<file path="config.mk">
export PLATFORM = sky130hd
export DESIGN_NAME = accel_host_loader
export DESIGN_NICKNAME = d
export VERILOG_FILES = /design/src/rtl/accel_host_pkg.sv /design/src/rtl/accel_ctrl_word_builder.sv /design/src/rtl/accel_host_loader.sv
export SDC_FILE = /design/constraint.sdc
export NUM_CORES = 1
export LEC_CHECK = 0
export CAP_MARGIN = 20
export CORE_AREA = 2 2 451 453
export CTS_CLUSTER_DIAMETER = 60
export DETAILED_ROUTE_END_ITERATION = 10
export DIE_AREA = 0 0 453 455
export PLACE_DENSITY = 0.3
export SYNTH_ARGS = -nofsm -noshare
export SYNTH_HDL_FRONTEND = slang
export SYNTH_SLANG_ARGS = --single-unit
</file>
<file path="constraint.sdc">
create_clock -name clk -period 3.9 [get_ports clk]
set_clock_uncertainty 0.2 [all_clocks]
set_input_delay 0.78 -clock clk [delete_from_list [all_inputs] [get_ports clk]]
set_output_delay 0.78 -clock clk [all_outputs]
set_load 0.01 [all_outputs]
</file>
<file path="src/rtl/accel_host_pkg.sv">
// Shared definitions for the accelerator host loader: opcodes, FSM state
// encoding and the mem_ctrl_in layout helpers.
package accel_host_pkg;

  // Command opcodes carried on cmd_op
  localparam logic [1:0] OP_WRITE = 2'b00;
  localparam logic [1:0] OP_READ  = 2'b01;
  localparam logic [1:0] OP_RUN   = 2'b10;
  localparam logic [1:0] OP_NOP   = 2'b11;

  // Loader FSM states
  typedef enum logic [2:0] {
    ST_IDLE       = 3'd0,
    ST_WRITE      = 3'd1,
    ST_READ_ISSUE = 3'd2,
    ST_READ_WAIT  = 3'd3,
    ST_START      = 3'd4,
    ST_RUN        = 3'd5
  } state_e;

  // Total mem_ctrl_in width: namespace bits plus one {pe, col_en} field per column
  function automatic int mem_ctrl_width(input int log_ns, input int log_pe_col, input int num_cols);
    return log_ns + (log_pe_col + 1) * num_cols;
  endfunction

  // Bit offset of the {pe, col_en} field belonging to column col
  function automatic int col_field_offset(input int log_ns, input int log_pe_col, input int col);
    return log_ns + col * (log_pe_col + 1);
  endfunction

endpackage

</file>
<file path="src/rtl/accel_ctrl_word_builder.sv">
// Packs namespace, PE index and column enables into the accelerator's
// mem_ctrl_in word. Output is all-zero when no beat is being issued, so
// callers can register it directly and get clean bubbles.
module accel_ctrl_word_builder
  import accel_host_pkg::*;
#(
  parameter int logMemNamespaces  = 2,
  parameter int logNumPeMemColumn = 2,
  parameter int numMemColumns     = 16,
  localparam int memCtrlIn = mem_ctrl_width(logMemNamespaces, logNumPeMemColumn, numMemColumns)
) (
  input  logic [logMemNamespaces-1:0]  ns,
  input  logic [logNumPeMemColumn-1:0] pe,
  input  logic [numMemColumns-1:0]     col_mask,
  input  logic                         beat_en,
  output logic [memCtrlIn-1:0]         ctrl_word
);

  // Assemble the control word; disabled columns carry an all-zero field
  always_comb begin
    ctrl_word = '0;
    if (beat_en) begin
      ctrl_word[logMemNamespaces-1:0] = ns;
      for (int c = 0; c < numMemColumns; c++) begin
        if (col_mask[c]) begin
          ctrl_word[col_field_offset(logMemNamespaces, logNumPeMemColumn, c) +: (logNumPeMemColumn + 1)] = {pe, 1'b1};
        end else begin
          ctrl_word[col_field_offset(logMemNamespaces, logNumPeMemColumn, c) +: (logNumPeMemColumn + 1)] = '0;
        end
      end
    end else begin
      ctrl_word = '0;
    end
  end

endmodule

</file>
<file path="src/rtl/accel_host_loader.sv">
// Command-driven host initiator for the accelerator memory-load/run port.
// Streams write beats into the instruction/data/weight/meta namespaces,
// launches a run and waits for eoc (with an optional watchdog), and reads
// results back one beat at a time onto a valid/ready stream.
module accel_host_loader
  import accel_host_pkg::*;
#(
  parameter int logNumPu         = 3,
  parameter int logNumPe         = 3,
  parameter int memDataLen       = 16,
  parameter int logMemNamespaces = 2,
  parameter int logNumMemColumns = 4,
  parameter int rdLatency        = 1,
  parameter int timeoutCycles    = 65535,
  localparam int numMemColumns     = 1 << logNumMemColumns,
  localparam int logNumPeMemColumn = logNumPu + logNumPe - logNumMemColumns,
  localparam int memCtrlIn         = mem_ctrl_width(logMemNamespaces, logNumPeMemColumn, numMemColumns),
  localparam int dataW             = memDataLen * numMemColumns
) (
  input  logic                         clk,
  input  logic                         reset,
  input  logic                         cmd_valid,
  output logic                         cmd_ready,
  input  logic [1:0]                   cmd_op,
  input  logic [logMemNamespaces-1:0]  cmd_ns,
  input  logic [logNumPeMemColumn-1:0] cmd_pe,
  input  logic [numMemColumns-1:0]     cmd_col_mask,
  input  logic [15:0]                  cmd_len,
  input  logic                         wr_valid,
  output logic                         wr_ready,
  input  logic [dataW-1:0]             wr_data,
  output logic                         rd_valid,
  input  logic                         rd_ready,
  output logic [dataW-1:0]             rd_data,
  output logic                         mem_rd_wrt,
  output logic [memCtrlIn-1:0]         mem_ctrl_in,
  output logic [dataW-1:0]             mem_data_input,
  input  logic [dataW-1:0]             mem_data_output,
  output logic                         start,
  input  logic                         eol,
  input  logic                         eoc,
  output logic                         busy,
  output logic                         done,
  output logic                         timeout_err,
  output logic [15:0]                  eol_count
);

  localparam logic [7:0]  RD_LAT  = 8'(rdLatency);
  localparam bit          WD_EN   = (timeoutCycles != 0);
  localparam logic [31:0] WD_LAST = (timeoutCycles > 0) ? 32'(timeoutCycles - 1) : 32'd0;

  state_e                         state_r, state_nxt_s;
  logic                           cmd_ready_r, wr_ready_r, busy_r, done_r;
  logic [logMemNamespaces-1:0]    ns_r;
  logic [logNumPeMemColumn-1:0]   pe_r;
  logic [numMemColumns-1:0]       mask_r;
  logic [15:0]                    beats_r;
  logic [7:0]                     wait_cnt_r;
  logic                           rd_valid_r;
  logic [dataW-1:0]               rd_data_r;
  logic                           mem_rd_wrt_r;
  logic [memCtrlIn-1:0]           mem_ctrl_in_r;
  logic [dataW-1:0]               mem_data_input_r;
  logic                           start_r;
  logic [15:0]                    eol_count_r;
  logic [31:0]                    wd_cnt_r;
  logic                           timeout_err_r;

  logic                           accept_s, done_nxt_s, wr_fire_s, rd_issue_s;
  logic                           rd_capture_s, rd_fire_s, timeout_hit_s;
  logic [memCtrlIn-1:0]           ctrl_word_s;

  // cmd_ready is only ever high while IDLE, so this is the IDLE accept strobe
  assign accept_s = cmd_valid & cmd_ready_r;

  accel_ctrl_word_builder #(
    .logMemNamespaces  (logMemNamespaces),
    .logNumPeMemColumn (logNumPeMemColumn),
    .numMemColumns     (numMemColumns)
  ) u_ctrl_word (
    .ns        (ns_r),
    .pe        (pe_r),
    .col_mask  (mask_r),
    .beat_en   (wr_fire_s | rd_issue_s),
    .ctrl_word (ctrl_word_s)
  );

  // Next-state decode and per-cycle event strobes
  always_comb begin
    state_nxt_s   = state_r;
    done_nxt_s    = 1'b0;
    wr_fire_s     = 1'b0;
    rd_issue_s    = 1'b0;
    rd_capture_s  = 1'b0;
    rd_fire_s     = 1'b0;
    timeout_hit_s = 1'b0;
    case (state_r)
      ST_IDLE: begin
        if (accept_s) begin
          case (cmd_op)
            OP_WRITE: begin
              if (cmd_len == 16'd0) begin
                done_nxt_s = 1'b1;
              end else begin
                state_nxt_s = ST_WRITE;
              end
            end
            OP_READ: begin
              if (cmd_len == 16'd0) begin
                done_nxt_s = 1'b1;
              end else begin
                state_nxt_s = ST_READ_ISSUE;
              end
            end
            OP_RUN:  state_nxt_s = ST_START;
            OP_NOP:  done_nxt_s  = 1'b1;
            default: done_nxt_s  = 1'b1;
          endcase
        end else begin
          state_nxt_s = ST_IDLE;
        end
      end
      ST_WRITE: begin
        if (wr_valid && wr_ready_r) begin
          wr_fire_s = 1'b1;
          if (beats_r == 16'd1) begin
            done_nxt_s  = 1'b1;
            state_nxt_s = ST_IDLE;
          end else begin
            state_nxt_s = ST_WRITE;
          end
        end else begin
          state_nxt_s = ST_WRITE;
        end
      end
      ST_READ_ISSUE: begin
        // Never put a new read on the bus while the previous beat is unconsumed
        if (!rd_valid_r) begin
          rd_issue_s  = 1'b1;
          state_nxt_s = ST_READ_WAIT;
        end else begin
          state_nxt_s = ST_READ_ISSUE;
        end
      end
      ST_READ_WAIT: begin
        if (rd_valid_r) begin
          if (rd_ready) begin
            rd_fire_s = 1'b1;
            if (beats_r == 16'd1) begin
              done_nxt_s  = 1'b1;
              state_nxt_s = ST_IDLE;
            end else begin
              state_nxt_s = ST_READ_ISSUE;
            end
          end else begin
            state_nxt_s = ST_READ_WAIT;
          end
        end else if (wait_cnt_r == RD_LAT) begin
          rd_capture_s = 1'b1;
        end else begin
          state_nxt_s = ST_READ_WAIT;
        end
      end
      ST_START: state_nxt_s = ST_RUN;
      ST_RUN: begin
        // eoc wins over a watchdog expiry landing in the same cycle
        if (eoc) begin
          done_nxt_s  = 1'b1;
          state_nxt_s = ST_IDLE;
        end else if (WD_EN && (wd_cnt_r == WD_LAST)) begin
          timeout_hit_s = 1'b1;
          done_nxt_s    = 1'b1;
          state_nxt_s   = ST_IDLE;
        end else begin
          state_nxt_s = ST_RUN;
        end
      end
      default: state_nxt_s = ST_IDLE;
    endcase
  end

  // State register plus host-side handshake/status flags derived from next state
  always_ff @(posedge clk or negedge reset) begin
    if (!reset) begin
      state_r     <= ST_IDLE;
      cmd_ready_r <= 1'b0;
      wr_ready_r  <= 1'b0;
      busy_r      <= 1'b0;
      done_r      <= 1'b0;
    end else begin
      state_r     <= state_nxt_s;
      cmd_ready_r <= (state_nxt_s == ST_IDLE);
      wr_ready_r  <= (state_nxt_s == ST_WRITE);
      busy_r      <= (state_nxt_s != ST_IDLE);
      done_r      <= done_nxt_s;
    end
  end

  // Latch command fields on accept and count down remaining beats
  always_ff @(posedge clk or negedge reset) begin
    if (!reset) begin
      ns_r    <= '0;
      pe_r    <= '0;
      mask_r  <= '0;
      beats_r <= 16'd0;
    end else if (accept_s) begin
      ns_r    <= cmd_ns;
      pe_r    <= cmd_pe;
      mask_r  <= cmd_col_mask;
      beats_r <= cmd_len;
    end else if (wr_fire_s || rd_fire_s) begin
      beats_r <= beats_r - 16'd1;
    end else begin
      beats_r <= beats_r;
    end
  end

  // Read latency counter and the single-entry read-return holding register
  always_ff @(posedge clk or negedge reset) begin
    if (!reset) begin
      wait_cnt_r <= 8'd0;
      rd_valid_r <= 1'b0;
      rd_data_r  <= '0;
    end else begin
      if (rd_issue_s) begin
        wait_cnt_r <= 8'd0;
      end else if ((state_r == ST_READ_WAIT) && !rd_valid_r && (wait_cnt_r != RD_LAT)) begin
        wait_cnt_r <= wait_cnt_r + 8'd1;
      end else begin
        wait_cnt_r <= wait_cnt_r;
      end
      if (rd_capture_s) begin
        rd_valid_r <= 1'b1;
        rd_data_r  <= mem_data_output;
      end else if (rd_fire_s) begin
        rd_valid_r <= 1'b0;
      end else begin
        rd_valid_r <= rd_valid_r;
      end
    end
  end

  // Registered accelerator-side drive; everything returns to zero between beats
  always_ff @(posedge clk or negedge reset) begin
    if (!reset) begin
      mem_rd_wrt_r     <= 1'b0;
      mem_ctrl_in_r    <= '0;
      mem_data_input_r <= '0;
      start_r          <= 1'b0;
    end else begin
      mem_rd_wrt_r     <= rd_issue_s;
      mem_ctrl_in_r    <= ctrl_word_s;
      mem_data_input_r <= wr_fire_s ? wr_data : '0;
      start_r          <= (state_r == ST_START);
    end
  end

  // Run bookkeeping: eol counter, watchdog and sticky timeout flag
  always_ff @(posedge clk or negedge reset) begin
    if (!reset) begin
      eol_count_r   <= 16'd0;
      wd_cnt_r      <= 32'd0;
      timeout_err_r <= 1'b0;
    end else begin
      if (state_r == ST_START) begin
        eol_count_r <= 16'd0;
        wd_cnt_r    <= 32'd0;
      end else if (state_r == ST_RUN) begin
        if (eol && (eol_count_r != 16'hFFFF)) begin
          eol_count_r <= eol_count_r + 16'd1;
        end else begin
          eol_count_r <= eol_count_r;
        end
        if (wd_cnt_r != 32'hFFFF_FFFF) begin
          wd_cnt_r <= wd_cnt_r + 32'd1;
        end else begin
          wd_cnt_r <= wd_cnt_r;
        end
      end else begin
        eol_count_r <= eol_count_r;
        wd_cnt_r    <= wd_cnt_r;
      end
      if (accept_s) begin
        timeout_err_r <= 1'b0;
      end else if (timeout_hit_s) begin
        timeout_err_r <= 1'b1;
      end else begin
        timeout_err_r <= timeout_err_r;
      end
    end
  end

  assign cmd_ready      = cmd_ready_r;
  assign wr_ready       = wr_ready_r;
  assign busy           = busy_r;
  assign done           = done_r;
  assign rd_valid       = rd_valid_r;
  assign rd_data        = rd_data_r;
  assign mem_rd_wrt     = mem_rd_wrt_r;
  assign mem_ctrl_in    = mem_ctrl_in_r;
  assign mem_data_input = mem_data_input_r;
  assign start          = start_r;
  assign eol_count      = eol_count_r;
  assign timeout_err    = timeout_err_r;

endmodule

</file>
* Yosys cells after proc, flatten, opt, wreduce, memory -nomap -nowiden
Cells that the tools add are included.
** Storage, ports and cells
- Memory bits (read-only) :: 0
- Input port bits :: 557
- RAM bits :: 0
- Latch bits :: 0
- Flip-flop bits (word level) :: 665
- Memories :: 0
** Operators by class
- Shifts and indexed selects :: 0
- Equality and inequality tests :: 15
- Div/mod/pow operators :: 0
- Bitwise gates (word level) :: 2
- Add/subtract/negate cells :: 4
- Multipliers :: 0
- Muxes and demuxes :: 68
- $lt $le $gt $ge :: 0
- Reductions and logical operators :: 21
** Operators by type and width (number)
- 256-bit 2-to-1 mux :: 1
- 32-bit 2-to-1 mux :: 3
- 16-bit 2-to-1 mux :: 5
- 3-bit 2-to-1 mux :: 25
- 50-bit 2-to-1 mux :: 1
- 32-bit by 1-bit adder with 32-bit output (second input constant) :: 1
- 32-bit by 16-bit == test with 1-bit output (second input constant) :: 1
- 32-bit inequality test (second input constant) :: 1
- 1-bit 2-to-1 mux :: 26
- 3-bit case mux with 6 select lines :: 1
- 16-bit by 1-bit adder with 16-bit output (second input constant) :: 1
- 16-bit by 1-bit == test with 1-bit output (second input constant) :: 1
- 16-bit zero test :: 1
- 8-bit 2-to-1 mux :: 2
- 16-bit inequality test (second input constant) :: 1
- 16-bit by 1-bit subtractor with 16-bit output (second input constant) :: 1
- 2-bit nonzero test :: 7
- 3-bit case mux with 3 select lines :: 1
- 8-bit by 1-bit adder with 8-bit output (second input constant) :: 1
- 8-bit by 1-bit == test with 1-bit output (second input constant) :: 1
- 8-bit by 1-bit inequality test with 1-bit output (second input constant) :: 1
- 3-bit by 1-bit == test with 1-bit output (second input constant) :: 2
- 3-bit by 2-bit == test with 1-bit output (second input constant) :: 2
- 3-bit == test (second input constant) :: 2
- 15 further kinds :: 21

* Logic depth before layout (Yosys ltp)
- Depth in word-level cells :: 6
- Mapped depth :: 8
- Mapped depth without buffers :: 7

* Cells and area by module
A second synthesis with hierarchy kept.
** Unflattened totals
- Cell total of the unflattened synthesis :: 1734
- Area, all modules :: 24516.0 um^2
** By module, submodules not included
- accel_host_loader :: area each 24168.2 um^2, cells an instance 1677, times used 1
- accel_ctrl_word_builder :: area each 347.8 um^2, cells an instance 57, times used 1

* Least setup slack after synthesis
No wires, ideal clock.
- Path type :: register to register
- Start :: reg wd_cnt_r[10]
- End :: reg wd_cnt_r[13]
- Data arrival time :: 1930 ps
- Path slack :: 1647 ps
- Path buffers :: 1
- Required time :: 3577 ps
- Clock period less this slack :: 2253 ps
- Stages on the path, launching flop included :: 7
- Cells stage by stage :: dfrtp_1 -> nand4_1 -> or4_4 -> nor4_4 -> buf_6 -> nor2_1 -> o221a_2
** On the way
- Word-level cells in the longest chain between the ends :: 4
- Elaborated cells between the ends (all ways) :: 7
** Ends and longest elaborated chain
- from (decl) :: RTL line accel_host_loader.sv:66 : logic [31:0] wd_cnt_r;
- from (signal assigned) :: RTL line accel_host_loader.sv:275 : wd_cnt_r <= wd_cnt_r + 32'd1;
- from (signal assigned) :: RTL line accel_host_loader.sv:277 : wd_cnt_r <= wd_cnt_r;
- from (signal assigned) :: RTL line accel_host_loader.sv:281 : wd_cnt_r <= wd_cnt_r;
- 32-bit by 1-bit adder with 32-bit output :: RTL line accel_host_loader.sv:275
- 32-bit 2-to-1 mux :: RTL line accel_host_loader.sv:274 : if (wd_cnt_r != 32'hFFFF_FFFF) begin
- 32-bit 2-to-1 mux :: RTL line accel_host_loader.sv:268 : end else if (state_r == ST_RUN) begin
- 32-bit 2-to-1 mux :: RTL line accel_host_loader.sv:265 : if (state_r == ST_START) begin
Parallel ways exist; a longest one is shown, timed or not. The select of a mux whose other input is x is not followed.
A chain may end at the register's enable or synchronous reset.

* Worst setup path in the final report
- Start :: reg state_r[0]
- End :: reg rd_data_r[35] (netlist: rd_data[35])
** On the way
- Word-level cells in the longest chain between the ends :: 2
** Ends and longest elaborated chain
- from (decl) :: RTL line accel_host_loader.sv:52 : state_e state_r, state_nxt_s;
- from (signal assigned) :: RTL line accel_host_loader.sv:191 : state_r <= state_nxt_s;
- 3-bit by 2-bit == test with 1-bit output :: RTL line accel_host_loader.sv:97 : case (state_r)
- 1-bit 2-to-1 mux :: RTL line accel_host_loader.sv:97
- to (signal assigned) :: RTL line accel_host_loader.sv:234 : rd_data_r <= mem_data_output;
- to (decl) :: RTL line accel_host_loader.sv:60 : logic [dataW-1:0] rd_data_r;
Every way passes these cells.

==> flow_summary_export.csv <==
group,metric,value,unit
placement,placed_area,39500,um^2
sta,fmax,336,MHz
yosys,synth_area_leaders,"dfrtp_1 68%, mux2_2 13%, and2_1 7.0%",
global_route,grt_start_max_net_pins,110,
placement,placed_cells,5516,
routing,drc,0,
layout,drive_above_1_share,18.1,%
setup_path,timing.rr.end,"rd_data[35]$_DFFE_PN0P_",
sta,setup_ws,0.921,ns
layout,regArea,16600,um^2
setup_path,reg2reg_depth,7,
routing,vias,18562,
placement,pre_cts_ws,0.823,ns
routing,drtAntennaViolNets,0,
layout,stdcell_count,5736,
setup_path,worstPathArrival,3.35,ns
power,ir_worst_vdd,351,uV
sta,rsz0062_at_grt,"false",
yosys,ys_types,63,
floorplan,dieArea,206000,um^2
sta,fin_crit_sh,76.4,%
worst_hold_path,hold_path.startpoint,"ns_r[0]$_DFFE_PN0P_",
worst_hold_path,min_to,"mem_ctrl_in[0]$_DFF_PN0_",
placement,post-dp-hpwl,90500,um
power,power_density,681,nW/um^2
layout,fill_cells,21663,
floorplan,core,201000,um^2
sta,slew_headroom,41.3,%
global_route,grt_pass1_wl,162000,um
clock_tree,clock-sinks,665,
run_status,outcome,"finished clean",
clock_tree,cts_tree,"yes",
yosys,async_reset_ff_share,100,%
floorplan,start_util,12.2,%
setup_path,crit_path_end_kind,"flip-flop",
clock_tree,cts_buffers,111,
routing,wl_per_cell,20.5,um
floorplan,boundaryPins,1143,
floorplan,die_x,453,um
clock_tree,root_buffer,"clkbuf_16",
setup_path,worstPathRequired,4.27,ns
sta,fin_tns_setup,0,ns
yosys,synth-edff-count,0,
clock_tree,cts_setup_buffers,0,
yosys,yosys_warnings,0,
sta,worst_slew_pin_slew,0.880,ns
global_route,antenna_found_initial,26,
clock_tree,clk_path_buf_depth,3,
global_route,grt_pass1_vias,20060,
layout,multiInputGateArea,7530,um^2
sta,holdWs,0.285,ns
clock_tree,path_clk_slew,0.06,ns
setup_path,path_max_fanout,109,
floorplan,rows,165,
yosys,post_synth.cell_area_avg,14.1,um^2
setup_path,reg2reg_slack,0.92,ns
sta,maxSlewViolCount,0,
setup_path,cpMaxStageDelayCell,"mux2_2",
setup_path,cp_common_cell,"buf_4",
setup_path,startpoint_type,"flip-flop",
yosys,syn_inst,1745,
layout,area_growth,77.1,%
global_route,grt-ovfl-total,0,
routing,dr.pass1.iters,4,
sta,setup_viol,0,
yosys,synth_area_leader_cell,"dfrtp_1",
sta,hold_violations,0,
clock_tree,htree_num_levels,3,
sta,min_period,2.98,ns
setup_path,critical_path.max_stage_delay,0.40,ns
routing,wirelength,118000,um
yosys,ys.flop_type,"dfrtp_1",
yosys,ys_ff_latch,665,
yosys,yosysTopAreaCellShare,67.7,%
placement,io_buffers,1142,
clock_tree,cts_resized,0,
power,leakagePower,18.0,nW
worst_hold_path,min_path_cells,1,
yosys,synth_fp_nets,2309,
placement,place_congestion,0.744,
layout,final_util,21.6,%
layout,final_area,43500,um^2
power,power.total,29.6,mW
setup_path,worst-setup-path-type,"reg2reg",
worst_hold_path,min_path_type,"reg2reg",
routing,viasPerCell,3.24,
clock_tree,clk_latency,0.73,ns
setup_path,r2r_start,"state_r[0]$_DFF_PN0_",
global_route,grt_use_total,11.1,%
setup_path,cp_cell_sequence,"buf_4 -> inv_1 -> nor3_1 -> nand4_1 -> buf_4 -> buf_12 -> mux2_2",
yosys,synth_area,24600,um^2
routing,drt_iter0_drc,739,
flow_run,maxCapViolCount,0,
floorplan,dieHeight,455,um
yosys,yosysSeqAreaShare,67.7,%
layout,layout.nets,3522,
[area by class of cell]
type | instances | share of cell area [%]
antenna | 10 | 0.0575
tap | 2672 | 7.68
clock inverter | 64 | 2.00
inverter | 12 | 0.104
sequential | 665 | 38.2
clock buffer | 145 | 7.11
multi-input combinational | 983 | 17.3
timing repair buffer | 1185 | 27.5
[Yosys cell counts, drive strengths merged (8+ instances only)]
cell    number
dfrtp      665
and2       278
mux2       276
clkbuf      63
nor2        61
a21oi       44
nand2       43
and3        39
nand4       30
nand3       24
o21ai       24
buf         22
xor2        22
nor4        18
or3         16
inv         12
or4         10
nor3         9
xnor2        9
nand2b       8
[timing repair]
item | in CTS | in global routing
endpoints found under the hold margin | 42 | 0
hold buffers | 1 | 0
endpoints found under the setup margin | 0 | 0
[worst max-delay path by stage]
stage | from | end | slack [ns] | cells after the start
4_1_cts | cmd_ready$_DFF_PN0_ | cmd_ready | 0.76 | 1
3_5_place_dp | cmd_valid | cmd_ready$_DFF_PN0_ | 0.82 | 6
3_3_place_gp | cmd_valid | cmd_ready$_DFF_PN0_ | 0.84 | 6
5_1_grt | state_r[0]$_DFF_PN0_ | rd_data[35]$_DFFE_PN0P_ | 0.78 | 7
2_1_floorplan | wd_cnt_r[10]$_DFFE_PN0P_ | wd_cnt_r[13]$_DFFE_PN0P_ | 1.65 | 6
6_report | state_r[0]$_DFF_PN0_ | rd_data[35]$_DFFE_PN0P_ | 0.92 | 7
[metal layers]
| metal | up-vias | track usage [%] | part of all wire [%] |
|---|---|---|---|
| met5 | - | 0 | 0.081 |
| met4 | 16 | 4.00 | 2.8 |
| met3 | 183 | 4.33 | 8.9 |
| met2 | 730 | 20.7 | 55 |
| met1 | 9182 | 10.9 | 34 |
| li1 | 8451 | - | - |
[flip-flops by register name, summed over array words and instances (netlist names), 2 cells and up]
name and count:
wd_cnt_r 32, state_r 3, pe_r 2, rd_data 256, beats_r 16, eol_count 16
mask_r 16, mem_ctrl_in 50, wait_cnt_r 8, mem_data_input 256, ns_r 2
[report_power, final]
part | total [mW] | internal, mW | leakage (nW) | switching [mW]
logic | 8.92 | 5.09 | 7.52 | 3.83
registers | 10.2 | 8.92 | 8.55 | 1.29
clock network | 10.5 | 6.52 | 1.92 | 3.99
total | 29.6 | 20.5 | 18.0 | 9.10
[layout by cell type (no fill, tap or decap), types with 19 or more instances in the layout]
master / Yosys / final
and2_1: 276 / 276
clkbuf_8: 0 / 19
nand3_1: 23 / 23
mux2_2: 276 / 276
buf_4: 0 / 26
clkdlybuf4s50_1: 0 / 1141
and3_1: 39 / 39
nand4_1: 30 / 30
dfrtp_1: 665 / 665
o21ai_0: 20 / 19
a21oi_1: 40 / 40
nor2_1: 61 / 60
xor2_1: 22 / 22
nand2_1: 43 / 42
clkbuf_16: 0 / 111
[cell families (layout without fill, tap and decap cells)]
family                     Yosys count  count (layout)  synth area share [%]
AOI/OAI and AO/OA                  106             106                  2.83
xor gates and xnor gates            31              31                  1.10
adders and majority gates            7               7                 0.356
buffers and inverters               97            1406                  1.69
DFF                                665             665                  67.7
muxes                              283             283                  12.9
other                                0              10                     0
and+or+nand+nor                    556             556                  13.4
[worst max-delay path: cells and delay by family, from the launching register on]
kind	cells	cell delay, ns
mux	1	0.40
simple gates	2	0.61
buf+inv	4	0.99
flops	1	0.39
Power figures use the tool's default switching activity.
